File: config.mk
export PLATFORM = sky130hd
export DESIGN_NAME = btn_input_ctrl
export DESIGN_NICKNAME = d
export VERILOG_FILES = /design/src/rtl/btn_pkg.sv /design/src/rtl/btn_debounce.sv /design/src/rtl/btn_input_ctrl.sv
export SDC_FILE = /design/constraint.sdc
export NUM_CORES = 1
export LEC_CHECK = 0
export BUFFER_PORTS_ARGS = -buffer_cell sky130_fd_sc_hd__buf_2
export CAP_MARGIN = 30
export CORE_MARGIN = 8
export CORE_UTILIZATION = 35
export DETAILED_ROUTE_END_ITERATION = 6
export PLACE_DENSITY_LB_ADDON = 0.05
export SLEW_MARGIN = 0
export SYNTH_ARGS = -nofsm -noshare
export SYNTH_HDL_FRONTEND = slang
export SYNTH_SLANG_ARGS = --single-unit
File: constraint.sdc
create_clock -name clk -period 2.4 [get_ports clk]
set_input_delay 0.24 -clock clk [delete_from_list [all_inputs] [get_ports clk]]
set_output_delay 0.24 -clock clk [all_outputs]
set_load 0.03 [all_outputs]
File: src/rtl/btn_pkg.sv
// rtl/btn_pkg.sv - shared constants and types for the button input controller
package btn_pkg;

   // Widest supported pin bank; the register file uses only byte lane 0.
   localparam int NUM_IN_MAX = 8;

   // Byte offsets of the four registers; bits [3:2] select the register.
   localparam logic [3:0] ADDR_STATE  = 4'h0;
   localparam logic [3:0] ADDR_RISE   = 4'h4;
   localparam logic [3:0] ADDR_FALL   = 4'h8;
   localparam logic [3:0] ADDR_IRQ_EN = 4'hC;

   typedef enum logic {
      BUS_IDLE = 1'b0,
      BUS_ACK  = 1'b1
   } bus_state_e;

endpackage

File: src/rtl/btn_debounce.sv
// rtl/btn_debounce.sv - one-pin synchronizer, debounce counter and edge pulses
module btn_debounce #(
   parameter int DEBOUNCE_CYCLES = 12000
) (
   input  logic clk_i,
   input  logic rst_i,
   input  logic pin_i,
   output logic state_o,
   output logic rise_o,
   output logic fall_o
);

   localparam int CW = $clog2(DEBOUNCE_CYCLES);
   localparam logic [CW-1:0] CNT_LAST = CW'(DEBOUNCE_CYCLES - 1);

   logic          sync1_q;
   logic          sync2_q;
   logic          state_q;
   logic          state_d;
   logic [CW-1:0] cnt_q;
   logic [CW-1:0] cnt_d;
   logic          settle;

   // Two-flop synchronizer; nothing else looks at the raw pad.
   always_ff @(posedge clk_i) begin
      if (rst_i) begin
         sync1_q <= 1'b0;
         sync2_q <= 1'b0;
      end else begin
         sync1_q <= pin_i;
         sync2_q <= sync1_q;
      end
   end

   // Count consecutive disagreeing cycles; accept the new level on the last one.
   always_comb begin
      settle  = 1'b0;
      state_d = state_q;
      cnt_d   = cnt_q;
      if (sync2_q == state_q) begin
         cnt_d = '0;
      end else if (cnt_q == CNT_LAST) begin
         settle  = 1'b1;
         state_d = sync2_q;
         cnt_d   = '0;
      end else begin
         cnt_d = cnt_q + 1'b1;
      end
   end

   // Debounced level and counter registers.
   always_ff @(posedge clk_i) begin
      if (rst_i) begin
         state_q <= 1'b0;
         cnt_q   <= '0;
      end else begin
         state_q <= state_d;
         cnt_q   <= cnt_d;
      end
   end

   // Pulses are combinational so the parent latches events on the same edge as the level.
   assign state_o = state_q;
   assign rise_o  = settle &  sync2_q;
   assign fall_o  = settle & ~sync2_q;

endmodule

File: src/rtl/btn_input_ctrl.sv
// rtl/btn_input_ctrl.sv - debounced button bank with event registers, irq and bus port
module btn_input_ctrl
   import btn_pkg::*;
#(
   parameter int NUM_IN          = 8,
   parameter int DEBOUNCE_CYCLES = 12000
) (
   input  logic              clk,
   input  logic              rst,
   input  logic [NUM_IN-1:0] btn_pin,
   input  logic              mem_valid,
   input  logic [3:0]        mem_addr,
   input  logic [31:0]       mem_wdata,
   input  logic [3:0]        mem_wstrb,
   output logic              mem_ready,
   output logic [31:0]       mem_rdata,
   output logic              irq
);

   logic [NUM_IN-1:0] state_w;
   logic [NUM_IN-1:0] rise_ev;
   logic [NUM_IN-1:0] fall_ev;

   logic [NUM_IN-1:0] rise_q, rise_d;
   logic [NUM_IN-1:0] fall_q, fall_d;
   logic [NUM_IN-1:0] irq_en_q, irq_en_d;
   logic [31:0]       rdata_q, rdata_d;
   logic              irq_q, irq_d;
   bus_state_e        bus_q, bus_d;

   logic              req_take;
   logic              is_write;
   logic              wr_lane0;
   logic [1:0]        sel;
   logic [NUM_IN-1:0] wr_bits;
   logic [NUM_IN-1:0] clr_rise;
   logic [NUM_IN-1:0] clr_fall;
   logic [NUM_IN-1:0] rd_bits;
   logic              unused_bits;

   genvar g;
   generate
      for (g = 0; g < NUM_IN; g++) begin : g_pin
         btn_debounce #(
            .DEBOUNCE_CYCLES(DEBOUNCE_CYCLES)
         ) u_debounce (
            .clk_i  (clk),
            .rst_i  (rst),
            .pin_i  (btn_pin[g]),
            .state_o(state_w[g]),
            .rise_o (rise_ev[g]),
            .fall_o (fall_ev[g])
         );
      end
   endgenerate

   // Only lane 0 carries register bits and the low address bits are don't-care.
   assign unused_bits = ^{mem_wdata[31:NUM_IN], mem_addr[1:0]};

   assign sel      = mem_addr[3:2];
   assign is_write = |mem_wstrb;
   assign wr_lane0 = req_take & is_write & mem_wstrb[0];
   assign wr_bits  = mem_wdata[NUM_IN-1:0];

   // Bus handshake state register.
   always_ff @(posedge clk) begin
      if (rst) begin
         bus_q <= BUS_IDLE;
      end else begin
         bus_q <= bus_d;
      end
   end

   // Accept a request from IDLE, acknowledge for one cycle, then go back.
   always_comb begin
      bus_d    = bus_q;
      req_take = 1'b0;
      case (bus_q)
         BUS_IDLE: begin
            if (mem_valid) begin
               bus_d    = BUS_ACK;
               req_take = 1'b1;
            end
         end
         BUS_ACK: bus_d = BUS_IDLE;
         default: bus_d = BUS_IDLE;
      endcase
   end

   // Register updates: W1C clears lose to a same-cycle event, STATE ignores writes.
   always_comb begin
      clr_rise = '0;
      clr_fall = '0;
      irq_en_d = irq_en_q;
      if (wr_lane0) begin
         if (sel == ADDR_RISE[3:2]) begin
            clr_rise = wr_bits;
         end else if (sel == ADDR_FALL[3:2]) begin
            clr_fall = wr_bits;
         end else if (sel == ADDR_IRQ_EN[3:2]) begin
            irq_en_d = wr_bits;
         end
      end
      rise_d = (rise_q & ~clr_rise) | rise_ev;
      fall_d = (fall_q & ~clr_fall) | fall_ev;
      irq_d  = |((rise_q | fall_q) & irq_en_q);
   end

   // Read mux; rdata is loaded only on an accepted read so it is zero outside ACK.
   always_comb begin
      rd_bits = '0;
      if (sel == ADDR_STATE[3:2]) begin
         rd_bits = state_w;
      end else if (sel == ADDR_RISE[3:2]) begin
         rd_bits = rise_q;
      end else if (sel == ADDR_FALL[3:2]) begin
         rd_bits = fall_q;
      end else begin
         rd_bits = irq_en_q;
      end
      rdata_d = (req_take && !is_write) ? 32'(rd_bits) : 32'd0;
   end

   // Event, enable, read-data and interrupt registers.
   always_ff @(posedge clk) begin
      if (rst) begin
         rise_q   <= '0;
         fall_q   <= '0;
         irq_en_q <= '0;
         rdata_q  <= '0;
         irq_q    <= 1'b0;
      end else begin
         rise_q   <= rise_d;
         fall_q   <= fall_d;
         irq_en_q <= irq_en_d;
         rdata_q  <= rdata_d;
         irq_q    <= irq_d;
      end
   end

   assign mem_ready = (bus_q == BUS_ACK);
   assign mem_rdata = rdata_q;
   assign irq       = irq_q;

endmodule

Yosys cells after proc, flatten, opt, wreduce, memory -nomap -nowiden --
Cells that the tools add are included.
Operators by class: reductions and logical operators 23, eq/ne operators 19, multiplexer cells 27, bitwise operators 46, add/sub/neg operators 8
Operators by type and width (number):
- $add 14x1->14 const B | 8
- $eq 14x14->1 const B | 8
- $mux 8 | 8
- $and 8x8->8 | 3
- $or 8x8->8 | 3
- $reduce_or 3->1 | 8
- $not 1->1 | 20
- $and 1x1->1 | 18
- $mux 1 | 18
- $not 8->8 | 2
- $reduce_and 2->1 | 8
- $eq 1x1->1 | 8
- $reduce_or 8->1 | 1
- $eq 2x2->1 const B | 2
- $reduce_and 4->1 | 1
- $reduce_or 4->1 | 1
- $eq 2x1->1 const B | 1
- $logic_not 2->1 | 1
- $pmux 1 s2 | 1
- $reduce_or 2->1 | 1
- $logic_and 1x1->1 | 1
- $logic_not 1->1 | 1
Storage, ports and cells: bits in registers 194, word-level logic and storage cells 162, output and inout port bits 34

Depth between registers and ports, before layout --
depth in word-level cells 8, gate-level depth with buffers 8

Cells and area by module --
Synthesis repeated with hierarchy kept, for this count alone.
Unflattened totals: cells, all modules 857, area, all modules 7986.4 sq um
Modules (own cells, without submodules):
- btn_debounce | times used 8, cells an instance 80, area an instance 768.2 sq um, seq. area each 340.3 sq um
- btn_input_ctrl | times used 1, cells an instance 217, area an instance 1840.5 sq um, seq. area each 680.7 sq um

Worst setup path after synthesis --
Ideal clock, no wire load.
path type register to register, from register g_pin[3].u_debounce.cnt_q[0], to register g_pin[3].u_debounce.cnt_q[10], slack 0.601 ns, data required time 2.336 ns, arrival 1.735 ns, cell stages (with the launch flop) 8, library setup time 0.064 ns, buffers on the path 2, cells stage by stage dfxtp_1 -> ha_1 -> and4_1 -> and4_1 -> or3_1 -> clkbuf_1 -> buf_2 -> nor2_1
Between the ends: word-level cells in the longest chain between the ends 2, elaborated cells on any way between the ends 3, classes of those cells add/sub: 1; eq/ne: 1; reduce/logical: 1
Ends and longest elaborated chain:
- from (decl) | RTL line btn_debounce.sv:20 | logic [CW-1:0] cnt_q;
- from (signal assigned) | RTL line btn_debounce.sv:58 | cnt_q <= cnt_d;
- branches (longest 2 deep; another with $add 14x1->14)
Several ways; the timed one is not identified. A chain may end at the register's enable or synchronous reset.

Worst setup path in the final report --
from register g_pin[1].u_debounce.cnt_q[0], to register g_pin[1].u_debounce.cnt_q[9]
Between the ends: word-level cells in the longest chain between the ends 2, elaborated cells on any way between the ends 3, classes of those cells add/sub: 1; eq/ne: 1; reduce/logical: 1
Ends and longest elaborated chain (RTL line):
- from (decl) | btn_debounce.sv:20
- from (signal assigned) | btn_debounce.sv:58
- branches (longest 2 deep; another with $add 14x1->14)
Several ways; the timed one is not identified.

==> impl_metrics.tcl <==
set metrics [dict create \
    hold_violations 0 \
    tns_ps 0 \
    grt_pass1_vias 5218 \
    worstSetupStartpointType "flop" \
    synthCells 833 \
    fin_nets 928 \
    clk_pin_slew_worst_paths_ps 70 \
    drtPass1Iterations 4 \
    rsz0062_at_grt "no" \
    async_reset_ff_share_pct 0 \
    via_per_inst 4.76 \
    drt-total-wl_um 15000 \
    cts_buffers 17 \
    ant_nets 0 \
    worst_ep_required_time_ps 2690 \
    yosysTopAreaCellShare_pct 45.6 \
    grt_max_degree 38 \
    synth_area_leaders "dfxtp_1, nor2_1, xor2_1, xnor2_1, mux2i_1" \
    layout_common_cells "dfxtp_1, nor2_1, xor2_1" \
    clock.fmax_mhz 496 \
    setup_viol 0 \
    grt_antenna_before_repair 3 \
    io_buffers 34 \
    status "finished, final reports clean" \
    power_density_mw_per_mm2 683 \
    total_leakage_power_nw 2.86 \
    netlist_area_mm2 0.00747 \
    antenna_cells 0 \
    drive_gt1_share_pct 9.68 \
    holdWs_ps 25.7 \
    post-place-ws_ps 388 \
    slew_headroom_pct 62.4 \
    worstSkewPairLatency_ps 420 \
    postCtsSetupRepairBufs 0 \
    clockBufferDepth 2 \
    path_cells "ha_1 > and4_1 > nor4b_4 > or3_1 > nor2_1" \
    fin_crit_ps 2020 \
    drc 0 \
    critPathArrivalTime_ps 2310 \
    path_delay_family "simple AND/OR/NAND/NOR gates" \
    first_iter_violations 184 \
    ys_ff_latch 170 \
    path_max_fanout 14 \
    area_growth_pct 12.5 \
    gp_congestion 0.762 \
    row_count 53 \
    tritoncts "done" \
    grt_pass1_wl_um 25100 \
    crit_path_end_kind "flop" \
    worst-path-buf-inv 0 \
    synth_flop_cell "dfxtp_1" \
    top_level_ports 85 \
    die_h_um 162 \
    overflow 0 \
    slowest_delay_ps 470 \
    cp_slowest_cell "or3_1" \
    h-tree-depth 4 \
    synth-seq-area-share_pct 45.6 \
    cts.sinks 170 \
    layout_setup_ws_ps 384 \
    start_util_pct 35.6 \
    synth.avg_cell_area_um2 8.96 \
    cts-root-buf "clkbuf_16" \
    dp_hpwl_um 10500 \
    track_usage_pct 11.7 \
    die_x_um 162 \
    slew_violations 0 \
    ctsHoldBuffers 0 \
    tightest_slew_ps 564 \
    maxCapViolCount 0 \
    cts_resized 0 \
    wire_per_inst_um 13.0 \
    hp-class "input port to flop" \
    min_period_over_period_pct 84.0 \
    layout_commonest_cell "dfxtp_1" \
    skew_ps 6.81 \
    setup.worst_path.class "flop to flop" \
    synth_largest_area_cell "dfxtp_1" \
    vias 5485 \
    die_area_mm2 0.0263 \
    peakVddDrop_mv 0.402 \
    core_area_mm2 0.0210 \
    ys_warn_count 0 \
    ys_types 44 \
    synth-edff-count 0 \
]
[sequential cells by signal (all words and copies together), names as in the netlist]
| signal | flops |
|---|---|
| fall_q | 8 |
| irq | 1 |
| g_pin.u_debounce.sync2_q | 8 |
| irq_en_q | 8 |
| rise_q | 8 |
| g_pin.u_debounce.sync1_q | 8 |
| g_pin.u_debounce.cnt_q | 112 |
| g_pin.u_debounce.state_o | 8 |
| mem_rdata | 8 |
| mem_ready | 1 |
[worst paths after layout]
check                          startpoint                      endpoint  slack [ps]  cells after the start
max          g_pin[1].u_debounce.cnt_q[0]  g_pin[1].u_debounce.cnt_q[9]         380                      5
min                            btn_pin[0]   g_pin[0].u_debounce.sync1_q          30                      2
max reg2reg  g_pin[1].u_debounce.cnt_q[0]  g_pin[1].u_debounce.cnt_q[9]         380                      5
min reg2reg   g_pin[7].u_debounce.sync1_q   g_pin[7].u_debounce.sync2_q         440                      1
[synth_stat cells (all sizes together) (15+ instances only)]
master  number
clkbuf      17
nor4        15
nand4       31
o21ai       17
and3        17
inv         30
nor2       153
buf         36
nand2       48
mux2i       32
nor2b       17
nand3       49
dfxtp      170
xor2        54
xnor2       48
nor3        17
[area by class of cell]
| class | count | area (µm²) |
|---|---|---|
| Timing Repair Buffer | 43 | 250 |
| Inverter | 30 | 113 |
| Clock inverter | 14 | 146 |
| Multi-Input combinational cell | 603 | 3710 |
| Clock buffer | 18 | 429 |
| Fill cell | 2156 | 12600 |
| Tap cell | 275 | 344 |
| Sequential cell | 170 | 3400 |
[cell families (layout without fill, tap and decap cells)]
| family | Yosys count | in the layout | share of synthesized area (%) |
|---|---|---|---|
| DFF | 170 | 170 | 45.6 |
| and+or+nand+nor | 397 | 397 | 27.2 |
| AOI/OAI and AO/OA | 36 | 36 | 3.05 |
| muxes | 32 | 32 | 4.29 |
| buffers and inverters | 83 | 105 | 5.83 |
| adders and majority gates | 12 | 12 | 2.01 |
| other | 1 | 24 | 0.0502 |
| xor gates and xnor gates | 102 | 102 | 12.0 |
[per-layer routing]
metal	up-vias	part of all wire, %	wire length [µm]	track usage (%)
li1	2838	-	-	-
met4	6	1.3	193	4.71
met1	2560	46	6940	13.9
met5	-	0.21	31	0
met2	63	48	7170	19.4
met3	18	4.3	639	3.59
[power breakdown]
part | switching [mW] | internal, mW | total [mW] | leakage, nW
registers | 0.0138 | 2.84 | 2.85 | 1.37
clock network | 1.16 | 1.54 | 2.70 | 0.277
logic | 0.131 | 0.0550 | 0.186 | 1.21
total | 1.30 | 4.43 | 5.73 | 2.86
[through the flow]
| stage | total power, mW | cell area, µm² | std cells | utilization, % |
|---|---|---|---|---|
| finish | 5.73 | 8400 | 1153 | 40.1 |
| global route | 6.00 | 8400 | 1153 | 40.1 |
| CTS | 5.85 | 8400 | 1153 | 40.1 |
| detailed placement | 3.10 | 7820 | 1121 | 37.3 |
| global placement | 3.10 | 7820 | 1121 | 37.3 |
| floorplan | 3.08 | 7550 | 856 | - |
Power figures use the tool's default switching activity.
